[src/rtl/clint_timer_if.sv]
// Request/response bus between the core's data-side MMIO port and the CLINT block.
interface clint_timer_if #(
  parameter int unsigned XLEN   = 64,
  parameter int unsigned ADDR_W = 16
);
  logic              req_valid_i;
  logic              req_ready_o;
  logic              req_write_i;
  logic [ADDR_W-1:0] req_addr_i;
  logic [XLEN-1:0]   req_wdata_i;
  logic [7:0]        req_wstrb_i;
  logic              resp_valid_o;
  logic              resp_ready_i;
  logic [XLEN-1:0]   resp_rdata_o;
  logic              resp_err_o;

  modport slave (
    input  req_valid_i, req_write_i, req_addr_i, req_wdata_i, req_wstrb_i, resp_ready_i,
    output req_ready_o, resp_valid_o, resp_rdata_o, resp_err_o
  );

  modport master (
    output req_valid_i, req_write_i, req_addr_i, req_wdata_i, req_wstrb_i, resp_ready_i,
    input  req_ready_o, resp_valid_o, resp_rdata_o, resp_err_o
  );
endinterface

[src/rtl/clint_timer.sv]
// CLINT machine timer / software interrupt register block (msip, mtimecmp, mtime).
// Optional debug halt of mtime via macro CLINT_MTIME_STOP_EN (adds port mtime_stop_i).
module clint_timer #(
  parameter int unsigned XLEN     = 64,
  parameter int unsigned TICK_DIV = 1,
  parameter int unsigned ADDR_W   = 16
) (
  input  logic          clk,
  input  logic          rst,
`ifdef CLINT_MTIME_STOP_EN
  input  logic          mtime_stop_i,
`endif
  clint_timer_if.slave  bus,
  output logic          timer_irq_o,
  output logic          soft_irq_o
);

  localparam logic [ADDR_W-1:0] AddrMsip     = ADDR_W'(16'h0000);
  localparam logic [ADDR_W-1:0] AddrMtimecmp = ADDR_W'(16'h4000);
  localparam logic [ADDR_W-1:0] AddrMtime    = ADDR_W'(16'hBFF8);

  localparam int unsigned       PrescW   = (TICK_DIV > 1) ? $clog2(TICK_DIV) : 1;
  localparam logic [PrescW-1:0] PrescMax = PrescW'(TICK_DIV - 1);

  typedef enum logic [0:0] {StIdle, StResp} state_e;

  state_e            r_state, w_state_d;
  logic              r_msip;
  logic [XLEN-1:0]   r_mtimecmp, w_mtimecmp_d;
  logic [XLEN-1:0]   r_mtime, w_mtime_d;
  logic [PrescW-1:0] r_presc, w_presc_d;
  logic              r_timer_irq;
  logic [XLEN-1:0]   r_rdata;
  logic              r_err;

  logic              w_accept;
  logic              w_sel_msip, w_sel_cmp, w_sel_time, w_hit;
  logic              w_wr;
  logic [XLEN-1:0]   w_rdata;
  logic              w_run, w_tick;

  function automatic logic [XLEN-1:0] merge_bytes(input logic [XLEN-1:0] old_v,
                                                  input logic [XLEN-1:0] new_v,
                                                  input logic [7:0]      strb);
    logic [XLEN-1:0] res;
    for (int i = 0; i < 8; i++) begin
      res[8*i +: 8] = strb[i] ? new_v[8*i +: 8] : old_v[8*i +: 8];
    end
    return res;
  endfunction

`ifdef CLINT_MTIME_STOP_EN
  assign w_run = ~mtime_stop_i;
`else
  assign w_run = 1'b1;
`endif

  // Exact offset match also rejects any misaligned address.
  assign w_sel_msip = (bus.req_addr_i == AddrMsip);
  assign w_sel_cmp  = (bus.req_addr_i == AddrMtimecmp);
  assign w_sel_time = (bus.req_addr_i == AddrMtime);
  assign w_hit      = w_sel_msip | w_sel_cmp | w_sel_time;

  assign w_accept = (r_state == StIdle) & bus.req_valid_i;
  assign w_wr     = w_accept & bus.req_write_i & w_hit;

  always_comb begin
    w_rdata = '0;
    if (w_sel_msip) begin
      w_rdata = {{(XLEN-1){1'b0}}, r_msip};
    end else if (w_sel_cmp) begin
      w_rdata = r_mtimecmp;
    end else if (w_sel_time) begin
      w_rdata = r_mtime;
    end
  end

  assign w_tick = w_run & (r_presc == PrescMax);

  always_comb begin
    w_presc_d = r_presc;
    if (w_tick) begin
      w_presc_d = '0;
    end else if (w_run) begin
      w_presc_d = r_presc + 1'b1;
    end
  end

  // A write to mtime suppresses that cycle's increment; unwritten bytes keep pre-tick value.
  always_comb begin
    w_mtime_d = r_mtime;
    if (w_wr && w_sel_time && (|bus.req_wstrb_i)) begin
      w_mtime_d = merge_bytes(r_mtime, bus.req_wdata_i, bus.req_wstrb_i);
    end else if (w_tick) begin
      w_mtime_d = r_mtime + 64'd1;
    end
  end

  always_comb begin
    w_mtimecmp_d = r_mtimecmp;
    if (w_wr && w_sel_cmp) begin
      w_mtimecmp_d = merge_bytes(r_mtimecmp, bus.req_wdata_i, bus.req_wstrb_i);
    end
  end

  always_comb begin
    w_state_d = r_state;
    unique case (r_state)
      StIdle:  if (bus.req_valid_i) w_state_d = StResp;
      StResp:  if (bus.resp_ready_i) w_state_d = StIdle;
      default: w_state_d = StIdle;
    endcase
  end

  always_ff @(posedge clk or negedge rst) begin
    if (!rst) begin
      r_state     <= StIdle;
      r_msip      <= 1'b0;
      r_mtimecmp  <= '1;
      r_mtime     <= '0;
      r_presc     <= '0;
      r_timer_irq <= 1'b0;
      r_rdata     <= '0;
      r_err       <= 1'b0;
    end else begin
      r_state     <= w_state_d;
      r_mtimecmp  <= w_mtimecmp_d;
      r_mtime     <= w_mtime_d;
      r_presc     <= w_presc_d;
      r_timer_irq <= (r_mtime >= r_mtimecmp);
      if (w_wr && w_sel_msip && bus.req_wstrb_i[0]) begin
        r_msip <= bus.req_wdata_i[0];
      end
      if (w_accept) begin
        r_rdata <= (bus.req_write_i || !w_hit) ? '0 : w_rdata;
        r_err   <= ~w_hit;
      end
    end
  end

  assign bus.req_ready_o  = (r_state == StIdle);
  assign bus.resp_valid_o = (r_state == StResp);
  assign bus.resp_rdata_o = r_rdata;
  assign bus.resp_err_o   = r_err;
  assign timer_irq_o      = r_timer_irq;
  assign soft_irq_o       = r_msip;

endmodule

[src/flat_wrapper.sv]
// flat-port wrapper written by rule: the top's interface ports become plain ports
module clint_timer_flat 
#(
  parameter int unsigned XLEN     = 64,
  parameter int unsigned TICK_DIV = 1,
  parameter int unsigned ADDR_W   = 16
)
  (clk, rst, timer_irq_o, soft_irq_o, bus_req_valid_i, bus_req_write_i, bus_req_addr_i, bus_req_wdata_i, bus_req_wstrb_i, bus_resp_ready_i, bus_req_ready_o, bus_resp_valid_o, bus_resp_rdata_o, bus_resp_err_o);
  clint_timer_if #(.XLEN(XLEN), .ADDR_W(ADDR_W)) bus_i ();
  input  logic clk;
  input  logic rst;
  output logic timer_irq_o;
  output logic soft_irq_o;
  input wire logic [$bits(bus_i.req_valid_i)-1:0] bus_req_valid_i;
  input wire logic [$bits(bus_i.req_write_i)-1:0] bus_req_write_i;
  input wire logic [$bits(bus_i.req_addr_i)-1:0] bus_req_addr_i;
  input wire logic [$bits(bus_i.req_wdata_i)-1:0] bus_req_wdata_i;
  input wire logic [$bits(bus_i.req_wstrb_i)-1:0] bus_req_wstrb_i;
  input wire logic [$bits(bus_i.resp_ready_i)-1:0] bus_resp_ready_i;
  output wire logic [$bits(bus_i.req_ready_o)-1:0] bus_req_ready_o;
  output wire logic [$bits(bus_i.resp_valid_o)-1:0] bus_resp_valid_o;
  output wire logic [$bits(bus_i.resp_rdata_o)-1:0] bus_resp_rdata_o;
  output wire logic [$bits(bus_i.resp_err_o)-1:0] bus_resp_err_o;
  assign bus_i.req_valid_i = bus_req_valid_i;
  assign bus_i.req_write_i = bus_req_write_i;
  assign bus_i.req_addr_i = bus_req_addr_i;
  assign bus_i.req_wdata_i = bus_req_wdata_i;
  assign bus_i.req_wstrb_i = bus_req_wstrb_i;
  assign bus_i.resp_ready_i = bus_resp_ready_i;
  assign bus_req_ready_o = bus_i.req_ready_o;
  assign bus_resp_valid_o = bus_i.resp_valid_o;
  assign bus_resp_rdata_o = bus_i.resp_rdata_o;
  assign bus_resp_err_o = bus_i.resp_err_o;
  clint_timer #(.XLEN(XLEN), .TICK_DIV(TICK_DIV), .ADDR_W(ADDR_W)) u_core (.clk(clk), .rst(rst), .bus(bus_i), .timer_irq_o(timer_irq_o), .soft_irq_o(soft_irq_o));
endmodule
[config.mk]
export PLATFORM = sky130hd
export DESIGN_NAME = clint_timer_flat
export DESIGN_NICKNAME = d
export VERILOG_FILES = /design/src/rtl/clint_timer_if.sv /design/src/rtl/clint_timer.sv /design/src/flat_wrapper.sv
export SDC_FILE = /design/constraint.sdc
export NUM_CORES = 1
export LEC_CHECK = 0
export BUFFER_PORTS_ARGS = -buffer_cell sky130_fd_sc_hd__buf_2
export CORE_MARGIN = 4
export CORE_UTILIZATION = 35
export CTS_CLUSTER_SIZE = 30
export DETAILED_ROUTE_END_ITERATION = 12
export GPL_ROUTABILITY_DRIVEN = 0
export PLACE_DENSITY = 0.54
export SYNTH_ARGS = -nofsm -noshare
export SYNTH_HDL_FRONTEND = slang
export SYNTH_SLANG_ARGS = --single-unit
[constraint.sdc]
create_clock -name clk -period 3.7 [get_ports clk]
set_input_delay 0.555 -clock clk [delete_from_list [all_inputs] [get_ports clk]]
set_output_delay 0.555 -clock clk [all_outputs]
set_load 0.005 [all_outputs]
==> qor.csv <==
metric,value,unit
outcome,completed,
prevailing post-synth register cell,dfrtp_1,
H-tree depth,4,
final worst setup slack,0.6836,ns
Max Fanout on Critical Path,7,
number of DRC markers in iteration 0,733,
die height,187.2,um
largest family of logic cells by synthesized area,simple AND/OR/NAND/NOR gates,
drt wl/cell,19.33,um
placed inst area,12600,um^2
Die W,187.2,um
max cap viols,0,
gr ovfl total,0,
Initial Util,35.53,%
drt drc,0,
vias in the first global route,9649,
Die Area,35040,um^2
adder-cell share of the synthesized area,7.236,%
PortBufs,161,
Synth Warn #,0,
"CTS clk-pin slew, worst paths",0.08,ns
largest net degree at the start of global routing,89,
Inserted Clock Buffers,17,
final hold viol count,0,
"FF+latch count, synth",196,
worst hold path type,input pin to asynchronous set/reset pin,
xor and xnor fraction of the mapped netlist area,0.3896,%
Slew HR,46.90,%
most frequent cells in the layout,"160 x buf_2, 136 x nand2_1, 132 x dfrtp_1",
Vias,9870,
WP data arrival,3.38,ns
Post-DRT Antenna Nets,0,
Synth async-reset ratio,100.0,%
max frequency,331.5,MHz
worst clock skew,0.01798,ns
Post-synth EDFFs,0,
"Seq/Total Area, Yosys",44.35,%
Slew @ Worst Pin,0.7939,ns
antenna cells,0,
unrepaired setup endpoints after global routing,no,
drt via density,5.605,
core footprint,31640,um^2
first-pass detailed-route iteration total,5,
Leak,5.519,nW
Clock Path Buffers,2,
share of cells above drive strength 1,27.89,%
post_cts resized,0,
dpl ws,0.5110,ns
Util after Layout,41.57,%
GRT Total Usage,19.23,%
VDD IR max,0.3233,mV
CTS tree,built,
Pins Over Slew Limit,0,
Yosys top cell area share,29.39,%
worst skew pair latency,0.45,ns
area of the mapped netlist,11240,um^2
first-pass GRT wire length,54.70,mm
Fin Hold WS,0.1727,ns
Required @ worst endpoint,4.06,ns
total I/O pin count,162,
Cell Pwr Density,321.0,nW/um^2
"most common cell after layout, fill and taps aside",buf_2,
antenna violations before repair,2,
CP Capture Type,flop,
fillers,3165,
Synth Area in Simple Gates,18.23,%
Final #Nets,1505,
design area,13150,um^2
routed wire length,34.03,mm
setup_tns,0,ns
Mapped Cells,1194,
syn_area_per_cell,9.413,um^2
clk sinks,196,
Setup Crit Path Kind,flop to flop,
synth top area cells,"dfrtp_1 29%, dfstp_2 15%, ha_1 7.2%",
Layout area overhead,17.00,%
Post-CTS Setup Bufs,0,
hold_buf cts,0,
Final setup viols,0,
post-synth top area cell,dfrtp_1,
final worst path period need,3.016,ns
proportion of synthesized area in mux cells,6.880,%
row count,65,
Final Cycle Share,81.53,%
Synth Area in Compound Gates,18.16,%
Post-DP HPWL,25.21,mm
Worst setup SP type,flop,
Synth cell types,69,
Post-Syn Nets,1352,
CTS Root Cell,clkbuf_16,
==> logic make-up (layout without fill, tap and decap cells) <==
| kind of cell | Yosys count | after routing |
|---|---|---|
| AO/OA/AOI/OAI | 317 | 317 |
| XOR/XNOR | 5 | 5 |
| adder cells (fa/ha/maj) | 65 | 65 |
| buffers and inverters | 139 | 304 |
| flip-flops | 196 | 196 |
| multiplexers | 69 | 69 |
| AND/OR/NAND/NOR | 403 | 403 |
==> Yosys cell counts, drive strengths merged (4+ instances only) <==
| master | number |
|---|---|
| a211o | 6 |
| a211oi | 14 |
| a21o | 5 |
| a21oi | 64 |
| a22oi | 66 |
| a31oi | 5 |
| and2 | 10 |
| and3 | 15 |
| and4 | 13 |
| buf | 10 |
| clkbuf | 47 |
| dfrtp | 132 |
| dfstp | 64 |
| ha | 65 |
| inv | 82 |
| mux2 | 66 |
| nand2 | 137 |
| nand2b | 7 |
| nand3 | 51 |
| nand4 | 34 |
| nor2 | 64 |
| nor3 | 25 |
| nor4 | 22 |
| o21a | 4 |
| o21ai | 99 |
| o221a | 9 |
| o22ai | 7 |
| o31ai | 8 |
| o32ai | 5 |
| o41ai | 4 |
| or3 | 4 |
| or4 | 8 |
| xnor2 | 5 |
==> cell type report <==
type	count	area, um^2	share of cell area (%)
clock buffers	19	442.9	3.368
inverters	82	307.8	2.341
well taps	402	503.0	3.825
flip-flops and latches	196	4985	37.91
clock inverters	12	110.1	0.8373
multi-input cells	859	5749	43.72
repair buffers	191	1052	8.002
==> worst paths after layout <==
path | from | end | slack, ns | depth (start not counted)
min in group clk | bus_resp_ready_i | u_core.bus.resp_valid_o | 0.30 | 2
hold / removal | rst | u_core.bus.resp_rdata_o[50] | 0.17 | 1
setup / recovery | u_core.r_mtime[0] | u_core.timer_irq_o | 0.68 | 8
hold reg to reg | u_core.bus.resp_rdata_o[28] | u_core.bus.resp_rdata_o[28] | 0.47 | 2
setup reg to reg | u_core.r_mtime[0] | u_core.timer_irq_o | 0.68 | 8
max in group asynchronous | rst | u_core.r_mtimecmp[24] | 2.58 | 2
==> metrics by stage <==
stage               std cells  total power, W
global placement         1730        0.002435
finish                   1761        0.004221
CTS                      1761        0.004275
floorplan                1194        0.002263
detailed placement       1730        0.002434
global route             1761        0.004382
==> report_power, final <==
group	total [W]	switching [W]	internal (W)	leakage, nW
logic	0.000220	0.000152	0.0000681	2.95
registers	0.00217	0.0000161	0.00215	2.29
clock network	0.00183	0.000927	0.000904	0.274
total	0.00422	0.00109	0.00313	5.52
==> worst max-delay path: stages (launching register included) <==
cell and delay (ns):
dfrtp_1 0.50, inv_1 0.08, ha_1 0.28, nand2b_1 0.13, a2111oi_0 0.12, o311ai_0 0.55
a31oi_1 0.31, or4b_2 0.77, nand4_1 0.19
==> metal layers <==
metal,vias up,global-route usage [%],routed length [um]
met1,4869,27.02,15950
met4,4,4.664,544
li1,4711,-,-
met3,37,3.266,1506
met5,-,0,24
met2,249,31.14,16010
==> state kept, by name, indices dropped and copies added (netlist names) <==
| signal | count |
|---|---|
| u_core.bus.resp_rdata_o | 64 |
| u_core.r_mtime | 64 |
| u_core.r_mtimecmp | 64 |
| u_core.bus.resp_err_o | 1 |
| u_core.bus.resp_valid_o | 1 |
| u_core.soft_irq_o | 1 |
| u_core.timer_irq_o | 1 |
Note: power is estimated with default switching activity, not from simulation.
